**config.mk**
```make
export PLATFORM = sky130hd
export DESIGN_NAME = div_op_sequencer
export DESIGN_NICKNAME = d
export VERILOG_FILES = /design/src/rtl/div_op_sequencer.sv
export SDC_FILE = /design/constraint.sdc
export NUM_CORES = 1
export LEC_CHECK = 0
export CAP_MARGIN = 10
export CORE_UTILIZATION = 35
export DETAILED_ROUTE_END_ITERATION = 16
export GPL_TIMING_DRIVEN = 1
export HOLD_SLACK_MARGIN = 0.1
export SKIP_LAST_GASP = 1
export SYNTH_ARGS = -nofsm -noshare
export SYNTH_HDL_FRONTEND = slang
export SYNTH_SLANG_ARGS = --single-unit
```
**constraint.sdc**
```tcl
create_clock -name clk -period 1.6 [get_ports clk]
set_input_delay 0.32 -clock clk [delete_from_list [all_inputs] [get_ports clk]]
set_output_delay 0.32 -clock clk [all_outputs]
set_load 0.1 [all_outputs]
```
**src/rtl/div_op_sequencer.sv**
```systemverilog
// Sequencer around a combinational WIDTH-bit divider: operand handshake, settle cycle, result FIFO.
// Define DIV_SIGNED_EN for two's-complement operands with sign fix-up around the unsigned core.
module div_op_sequencer #(
  parameter int unsigned WIDTH      = 4,
  parameter int unsigned FIFO_DEPTH = 2
) (
  input  logic             clk,
  input  logic             rst,
  input  logic             in_valid,
  output logic             in_ready,
  input  logic [WIDTH-1:0] in_x,
  input  logic [WIDTH-1:0] in_y,
  output logic [WIDTH-1:0] div_x,
  output logic [WIDTH-1:0] div_y,
  input  logic [WIDTH-1:0] div_q,
  input  logic [WIDTH:0]   div_r,
  output logic             out_valid,
  input  logic             out_ready,
  output logic [WIDTH-1:0] out_q,
  output logic [WIDTH-1:0] out_r,
  output logic             out_dbz,
  output logic             out_ovf
);

  localparam int unsigned PTR_W = (FIFO_DEPTH > 1) ? $clog2(FIFO_DEPTH) : 1;
  localparam int unsigned CNT_W = $clog2(FIFO_DEPTH + 1);

  typedef struct packed {
    logic [WIDTH-1:0] q;
    logic [WIDTH-1:0] r;
    logic             dbz;
    logic             ovf;
  } res_t;

  typedef enum logic [1:0] {
    S_IDLE    = 2'd0,
    S_LAUNCH  = 2'd1,
    S_CAPTURE = 2'd2
  } state_t;

  state_t           r_state;
  logic             r_in_ready;
  logic [WIDTH-1:0] r_div_x;
  logic [WIDTH-1:0] r_div_y;
  logic [WIDTH-1:0] r_raw_x;
  logic             r_dbz;
  res_t             r_mem [FIFO_DEPTH];
  logic [PTR_W-1:0] r_wr_ptr;
  logic [PTR_W-1:0] r_rd_ptr;
  logic [CNT_W-1:0] r_count;
  logic             r_out_valid;

  logic             w_accept;
  logic             w_push;
  logic             w_pop;
  logic [CNT_W-1:0] w_next_count;
  logic [WIDTH-1:0] w_mag_x;
  logic [WIDTH-1:0] w_mag_y;
  res_t             w_result;
  res_t             w_head;
  // Remainder MSB is always 0 once the core has restored.
  logic             w_unused_r_msb;

  assign w_unused_r_msb = div_r[WIDTH];
  assign w_accept       = in_valid & r_in_ready;
  assign w_push         = (r_state == S_CAPTURE);
  assign w_pop          = r_out_valid & out_ready;
  assign w_next_count   = r_count + CNT_W'(w_push) - CNT_W'(w_pop);
  assign w_head         = r_mem[r_rd_ptr];

`ifdef DIV_SIGNED_EN
  localparam logic [WIDTH-1:0] MIN_NEG = {1'b1, {(WIDTH-1){1'b0}}};

  logic r_neg_x;
  logic r_neg_y;
  logic r_ovf_case;

  // Magnitude of the most negative value wraps to itself, which is correct unsigned.
  assign w_mag_x = in_x[WIDTH-1] ? (~in_x + WIDTH'(1)) : in_x;
  assign w_mag_y = in_y[WIDTH-1] ? (~in_y + WIDTH'(1)) : in_y;

  always_comb begin
    w_result = '0;
    if (r_dbz) begin
      w_result.q   = '1;
      w_result.r   = r_raw_x;
      w_result.dbz = 1'b1;
    end else if (r_ovf_case) begin
      w_result.q   = MIN_NEG;
      w_result.ovf = 1'b1;
    end else begin
      w_result.q = (r_neg_x ^ r_neg_y) ? (~div_q + WIDTH'(1)) : div_q;
      w_result.r = r_neg_x ? (~div_r[WIDTH-1:0] + WIDTH'(1)) : div_r[WIDTH-1:0];
    end
  end
`else
  assign w_mag_x = in_x;
  assign w_mag_y = in_y;

  always_comb begin
    w_result = '0;
    if (r_dbz) begin
      w_result.q   = '1;
      w_result.r   = r_raw_x;
      w_result.dbz = 1'b1;
    end else begin
      w_result.q = div_q;
      w_result.r = div_r[WIDTH-1:0];
    end
  end
`endif

  // Control FSM, operand registers and result FIFO.
  always_ff @(posedge clk) begin
    if (rst) begin
      r_state     <= S_IDLE;
      r_in_ready  <= 1'b0;
      r_div_x     <= '0;
      r_div_y     <= '0;
      r_raw_x     <= '0;
      r_dbz       <= 1'b0;
      r_wr_ptr    <= '0;
      r_rd_ptr    <= '0;
      r_count     <= '0;
      r_out_valid <= 1'b0;
`ifdef DIV_SIGNED_EN
      r_neg_x     <= 1'b0;
      r_neg_y     <= 1'b0;
      r_ovf_case  <= 1'b0;
`endif
    end else begin
      r_count     <= w_next_count;
      r_out_valid <= (w_next_count != '0);

      case (r_state)
        S_IDLE: begin
          if (w_accept) begin
            r_state    <= S_LAUNCH;
            r_in_ready <= 1'b0;
            r_div_x    <= w_mag_x;
            r_div_y    <= w_mag_y;
            r_raw_x    <= in_x;
            r_dbz      <= (in_y == '0);
`ifdef DIV_SIGNED_EN
            r_neg_x    <= in_x[WIDTH-1];
            r_neg_y    <= in_y[WIDTH-1];
            r_ovf_case <= (in_x == MIN_NEG) && (in_y == '1);
`endif
          end else begin
            r_in_ready <= (w_next_count < CNT_W'(FIFO_DEPTH));
          end
        end
        S_LAUNCH: begin
          r_state    <= S_CAPTURE;
          r_in_ready <= 1'b0;
        end
        S_CAPTURE: begin
          r_state    <= S_IDLE;
          r_in_ready <= (w_next_count < CNT_W'(FIFO_DEPTH));
        end
        default: begin
          r_state    <= S_IDLE;
          r_in_ready <= 1'b0;
        end
      endcase

      if (w_push) begin
        r_mem[r_wr_ptr] <= w_result;
        r_wr_ptr        <= r_wr_ptr + PTR_W'(1);
      end
      if (w_pop) begin
        r_rd_ptr <= r_rd_ptr + PTR_W'(1);
      end
    end
  end

  assign in_ready  = r_in_ready;
  assign div_x     = r_div_x;
  assign div_y     = r_div_y;
  assign out_valid = r_out_valid;
  assign out_q     = r_out_valid ? w_head.q   : '0;
  assign out_r     = r_out_valid ? w_head.r   : '0;
  assign out_dbz   = r_out_valid ? w_head.dbz : 1'b0;
  assign out_ovf   = r_out_valid ? w_head.ovf : 1'b0;

endmodule

```
# --- After elaboration in Yosys (flattened, before gate mapping) ---
# Memories as Yosys holds them, arrays and structs flattened. A register that Yosys moved wholly into a read port is not among the register bits.
# Cells that the tools add are included.
op_classes:
  addsub: 4
  n_lt_le_gt_ge: 1
  n_eq_ne: 3
  mux: 15
  bitwise_logic: 2
  reduce_logical: 4
ops:
  columns: ["operator", "n"]
  rows:
  - ["two-way mux 1 bit", 9]
  - ["two-way mux 4 bit", 2]
  - ["two-way mux 8 bit", 1]
  - ["logical NOT 4 bit", 1]
  - ["one-hot mux 2 bit (2 select lines)", 1]
  - ["adder 1 bit, second input constant", 2]
  - ["adder 2 x 1 -> 2 bit", 1]
  - ["AND 1 bit", 2]
  - ["equality test 2 x 1 -> 1 bit, second input constant", 1]
  - ["equality test 2 bit, second input constant", 1]
  - ["logical NOT 2 bit", 1]
  - ["< comparator 2 bit, second input constant", 1]
  - ["two-way mux 2 bit", 1]
  - ["!= test 2 bit, second input constant", 1]
  - ["one-hot mux 1 bit (2 select lines)", 1]
  - ["AND reduction 2 bit", 1]
  - ["nonzero test 2 bit", 1]
  - ["subtractor 2 x 1 -> 2 bit", 1]
totals:
  ff_bits: 17
  ramBits: 18
  inputBits: 21
  output_inout_bits: 20
  wordCells: 39
  memories: 1
memory_table:
  columns: ["name", "words", "width", "read_ports", "rd_clocked_by_memory_dff", "write_ports", "line", "rtl"]
  rows:
  - ["r_mem", 2, 9, 1, 1, 1, "47", "res_t r_mem [FIFO_DEPTH];"]

# --- Depth between registers and ports, before layout ---
depth:
  depth_word: 6
  depth_mapped: 7
  depth_no_buf: 7

# --- Least setup slack after synthesis ---
# No wires, ideal clock.
synth_timing:
  kind: "register to output"
  from: "register r_out_valid (netlist: out_valid)"
  to: "output port out_dbz"
  arrival_ns: 2.468
  t_required_ns: 1.280
  setup_slack_ns: -1.188
  stages_incl_launch_ff: 2
  path_buffers: 0
  cell_sequence: "dfxtp_1 nor2b_1"
synth_between:
  elab_chain_len: 1
synth_lines:
  columns: ["item", "line", "rtl"]
  rows:
  - ["start, declared", "51", "logic r_out_valid;"]
  - ["start signal, assigned", "133", "r_out_valid <= (w_next_count != '0);"]
  - ["two-way mux 1 bit", "183", "assign out_dbz = r_out_valid ? w_head.dbz : 1'b0;"]
  - ["end, declared", "21", "output logic out_dbz,"]
# No other way between the ends.

# --- Final worst setup path ---
layout_timing:
  from: "register r_out_valid (netlist: out_valid)"
  to: "register r_out_valid (netlist: out_valid)"
layout_between:
  elab_chain_len: 3
layout_lines:
  columns: ["item", "line", "rtl"]
  rows:
  - ["AND 1 bit", "67", "assign w_pop = r_out_valid & out_ready;"]
  - ["via w_pop", "55", "logic w_pop;"]
  - ["subtractor 2 x 1 -> 2 bit", "68", "assign w_next_count = r_count + CNT_W'(w_push) - CNT_W'(w_pop);"]
  - ["nonzero test 2 bit", "133", null]
# The timed path passes the listed nets, and every way through them passes these cells.
# A chain may end at the register's enable or synchronous reset.

==> results by group <==
Route
  – Drt pass-1 iters: 4
  – Via density: 4.66
  – Antenna viol nets, final: 0
  – Wire length per cell: 13.4 microns
  – Initial DRC Count: 12
  – Via count: about 1000
  – Post-Route WL: 2980 microns
  – Residual DRC: 0

Timing
  – Fin crit period: around 1.6 ns
  – Unrepaired setup endpoints after global routing: yes
  – Pins over their slew limit: 0
  – Tcrit/Tclk final: 101%
  – Achievable Freq: 0.617 GHz
  – Clk_skew: a little under 0.005 ns
  – Final Hold Viols: 0
  – Final setup violation count: 3
  – PnR worst setup slack: -0.0218 ns

Yosys
  – Post-Synthesis Cell Area: ~1500 sq um
  – Post-synth top cells: nand2_1, dfxtp_1, edfxtp_1, nor2b_1
  – Syn_area_per_cell: about 12 sq um
  – Main combinational cell family by area after synthesis: simple AND/OR/NAND/NOR gates
  – Top-area cell type share of the netlist area: 37.2%
  – Post-synth top area cell: edfxtp_1
  – Xor-xnor portion of the synthesized cell area: around 2.4%
  – Post-Synth Simple-Gate Area: between 15 and 20%
  – Syn Nets: roughly 150
  – FF+latch count, synth: 36
  – Synth Flop Type: edfxtp_1
  – Mux contribution to synthesized area: a little under a tenth
  – Top-count cell post-synth: nand2_1
  – Synth cell types: 26
  – Register area share after synthesis: 62.0%
  – Post-synth EDFFs: 18
  – Yosys Warn Count: 0
  – Post-Synth Adder-Cell Area: under 10%
  – Top cells by area, synth: edfxtp_1, dfxtp_1, mux2i_1, nand2_1, nor2b_1
  – FFs w/ async S/R, synth: 0%
  – Syn Inst Count: between 100 and 150
  – Synth Area in Compound Gates: approximately 3.6%

Run status
  – Status: finished with violations
  – Violated checks: setup timing

Cells and area
  – Antenna diode count: 0
  – Area of the multi-input gates: between 500 and 600 sq um
  – Layout cells sized above 1: around 41%
  – Design area: roughly 2300 sq um
  – Layout Area Growth over Synthesis: 61.1%
  – Nets: around 200
  – Seq. cell area: roughly 900 sq um
  – Fillers: about 330

Critical path
  – Crit path required time: 1.78 ns
  – RR Startpoint: out_valid
  – CP Data Arrival Time: 1.80 ns
  – Launch point of the worst path: out_valid
  – CP Launch Type: flip-flop
  – CP endpoint kind: flip-flop
  – CP max FO: 2
  – Worst Setup Path Type: reg -> reg

CTS
  – H-tree level count: 2
  – Root Driver: clkbuf_8
  – CTS tree: done
  – Clk sinks: 36
  – CTS Buf Count: 5
  – Clk_lat worst skew: around 0.29 ns
  – Clk buf depth: 2
  – Clock transition at the registers of the reported paths: about 0.07 ns
  – CTS Hold Bufs: 0

Global route
  – Gr usage total: 15.8%
  – Number of global-route vias before repair: about 1000
  – Gr ovfl total: 0
  – Antenna violations before repair: 0
  – Largest net degree at the start of global routing: 19
  – First-pass GRT wire length: about 5000 microns

Floorplan
  – I/O pin total: 41
  – Total die area: between 4000 and 5000 sq um
  – Die height: 66.4 microns
  – Site Rows: 23
  – Width of the die: ~66 microns
  – Core region area: ~4000 sq um
  – Starting Density: between 30% and 40%

Job
  – Maxcap violations: 0

Placement
  – Placer Congestion: 0.727
  – Placed cell area: roughly 2200 sq um
  – IO Port Bufs: 38
  – Place WS: -0.534 ns
  – DP Wirelength: approximately 2100 microns

Power
  – PwrDens: 1570 nW/um^2
  – Max IR drop VDD: about 1.2 mV
  – P_leak: between 0.8 and 0.9 nW

Worst hold path
  – Hold_sp: div_y[2]
  – Hold Path Class: reg -> reg
[metrics by stage]
stage          power [W]  util (%)  TNS [ns]  cells  hold slack (ns)
4_1_cts          0.00369      58.1   -0.0737    223            0.502
3_3_place_gp     0.00282      54.4    -0.996    212            0.481
6_report         0.00366      58.5   -0.0402    223            0.498
3_5_place_dp     0.00285      54.4     -1.33    212            0.491
2_1_floorplan    0.00223         -     -2.00    122            0.400
5_1_grt          0.00382      58.5    -0.547    223            0.533
[registers in the layout, summed over array words and instances, names as in the netlist, named ones only]
name,flops
r_raw_x,4
r_count,2
r_rd_ptr,1
r_wr_ptr,1
r_dbz,1
div_y,4
r_state,2
out_valid,1
r_mem,18
in_ready,1
[cell families after synthesis]
family,after synthesis
DFF,36
AOI/OAI and AO/OA,10
xor gates and xnor gates,4
other,1
buffers and inverters,8
and+or+nand+nor,48
muxes,13
adders and majority gates,2
[cells in the final DEF, fill, tap and decap left out, types with 6 or more instances in the layout]
cell / count
buf_12: 19
buf_4: 10
clkdlybuf4s50_1: 18
nand2_1: 19
a21oi_1: 9
nor2_1: 6
edfxtp_1: 18
nor2b_2: 9
dfxtp_1: 15
[critical path: stages (launching register included)]
cell and delay [ns]:
dfxtp_4 0.34, and2_4 0.14, ha_4 0.25, inv_2 0.03, ha_4 0.14, xor2_1 0.16
xnor2_1 0.23, buf_4 0.16, o21bai_1 0.05
[metal layers]
metal  GRT usage [%]  wire length [microns]  vias up
met5               0                      0        -
met1            17.9                   1200      487
met3            5.34                    178        6
met2            26.5                   1550       33
met4            7.18                     55        0
li1                -                      -      513
[final cells by class]
cell class	count	area share, %
flip-flops and latches	36	38.8
multi-input cells	78	25.1
repair buffers	50	28.5
well taps	50	2.67
clock buffers	5	2.94
inverters	1	0.160
clock inverters	3	1.82
[path summary, 6_finish.rpt]
path / endpoint / slack, ns / cells past startpoint
setup / recovery: out_valid / -0.02 / 8
hold / removal: div_y[2] / 0.50 / 2
setup reg to reg: out_valid / -0.02 / 8
hold reg to reg: div_y[2] / 0.50 / 2
[where the power goes]
| part | internal, W | switching, W | total, W | leakage (nW) |
|---|---|---|---|---|
| Combinational | 0.000694 | 0.00106 | 0.00175 | 0.482 |
| Clock | 0.000461 | 0.000322 | 0.000783 | 0.0541 |
| Sequential | 0.00106 | 0.0000724 | 0.00113 | 0.309 |
[repair_timing]
item | CTS | global route
buffers inserted | 2 | 0
endpoints found under the setup margin | 12 | 12
cloned | 1 | 0
pin swaps | 3 | 2
resized for setup | 6 | 4
hold endpoints to repair | 0 | 0
Note: power is estimated with default switching activity, not from simulation.
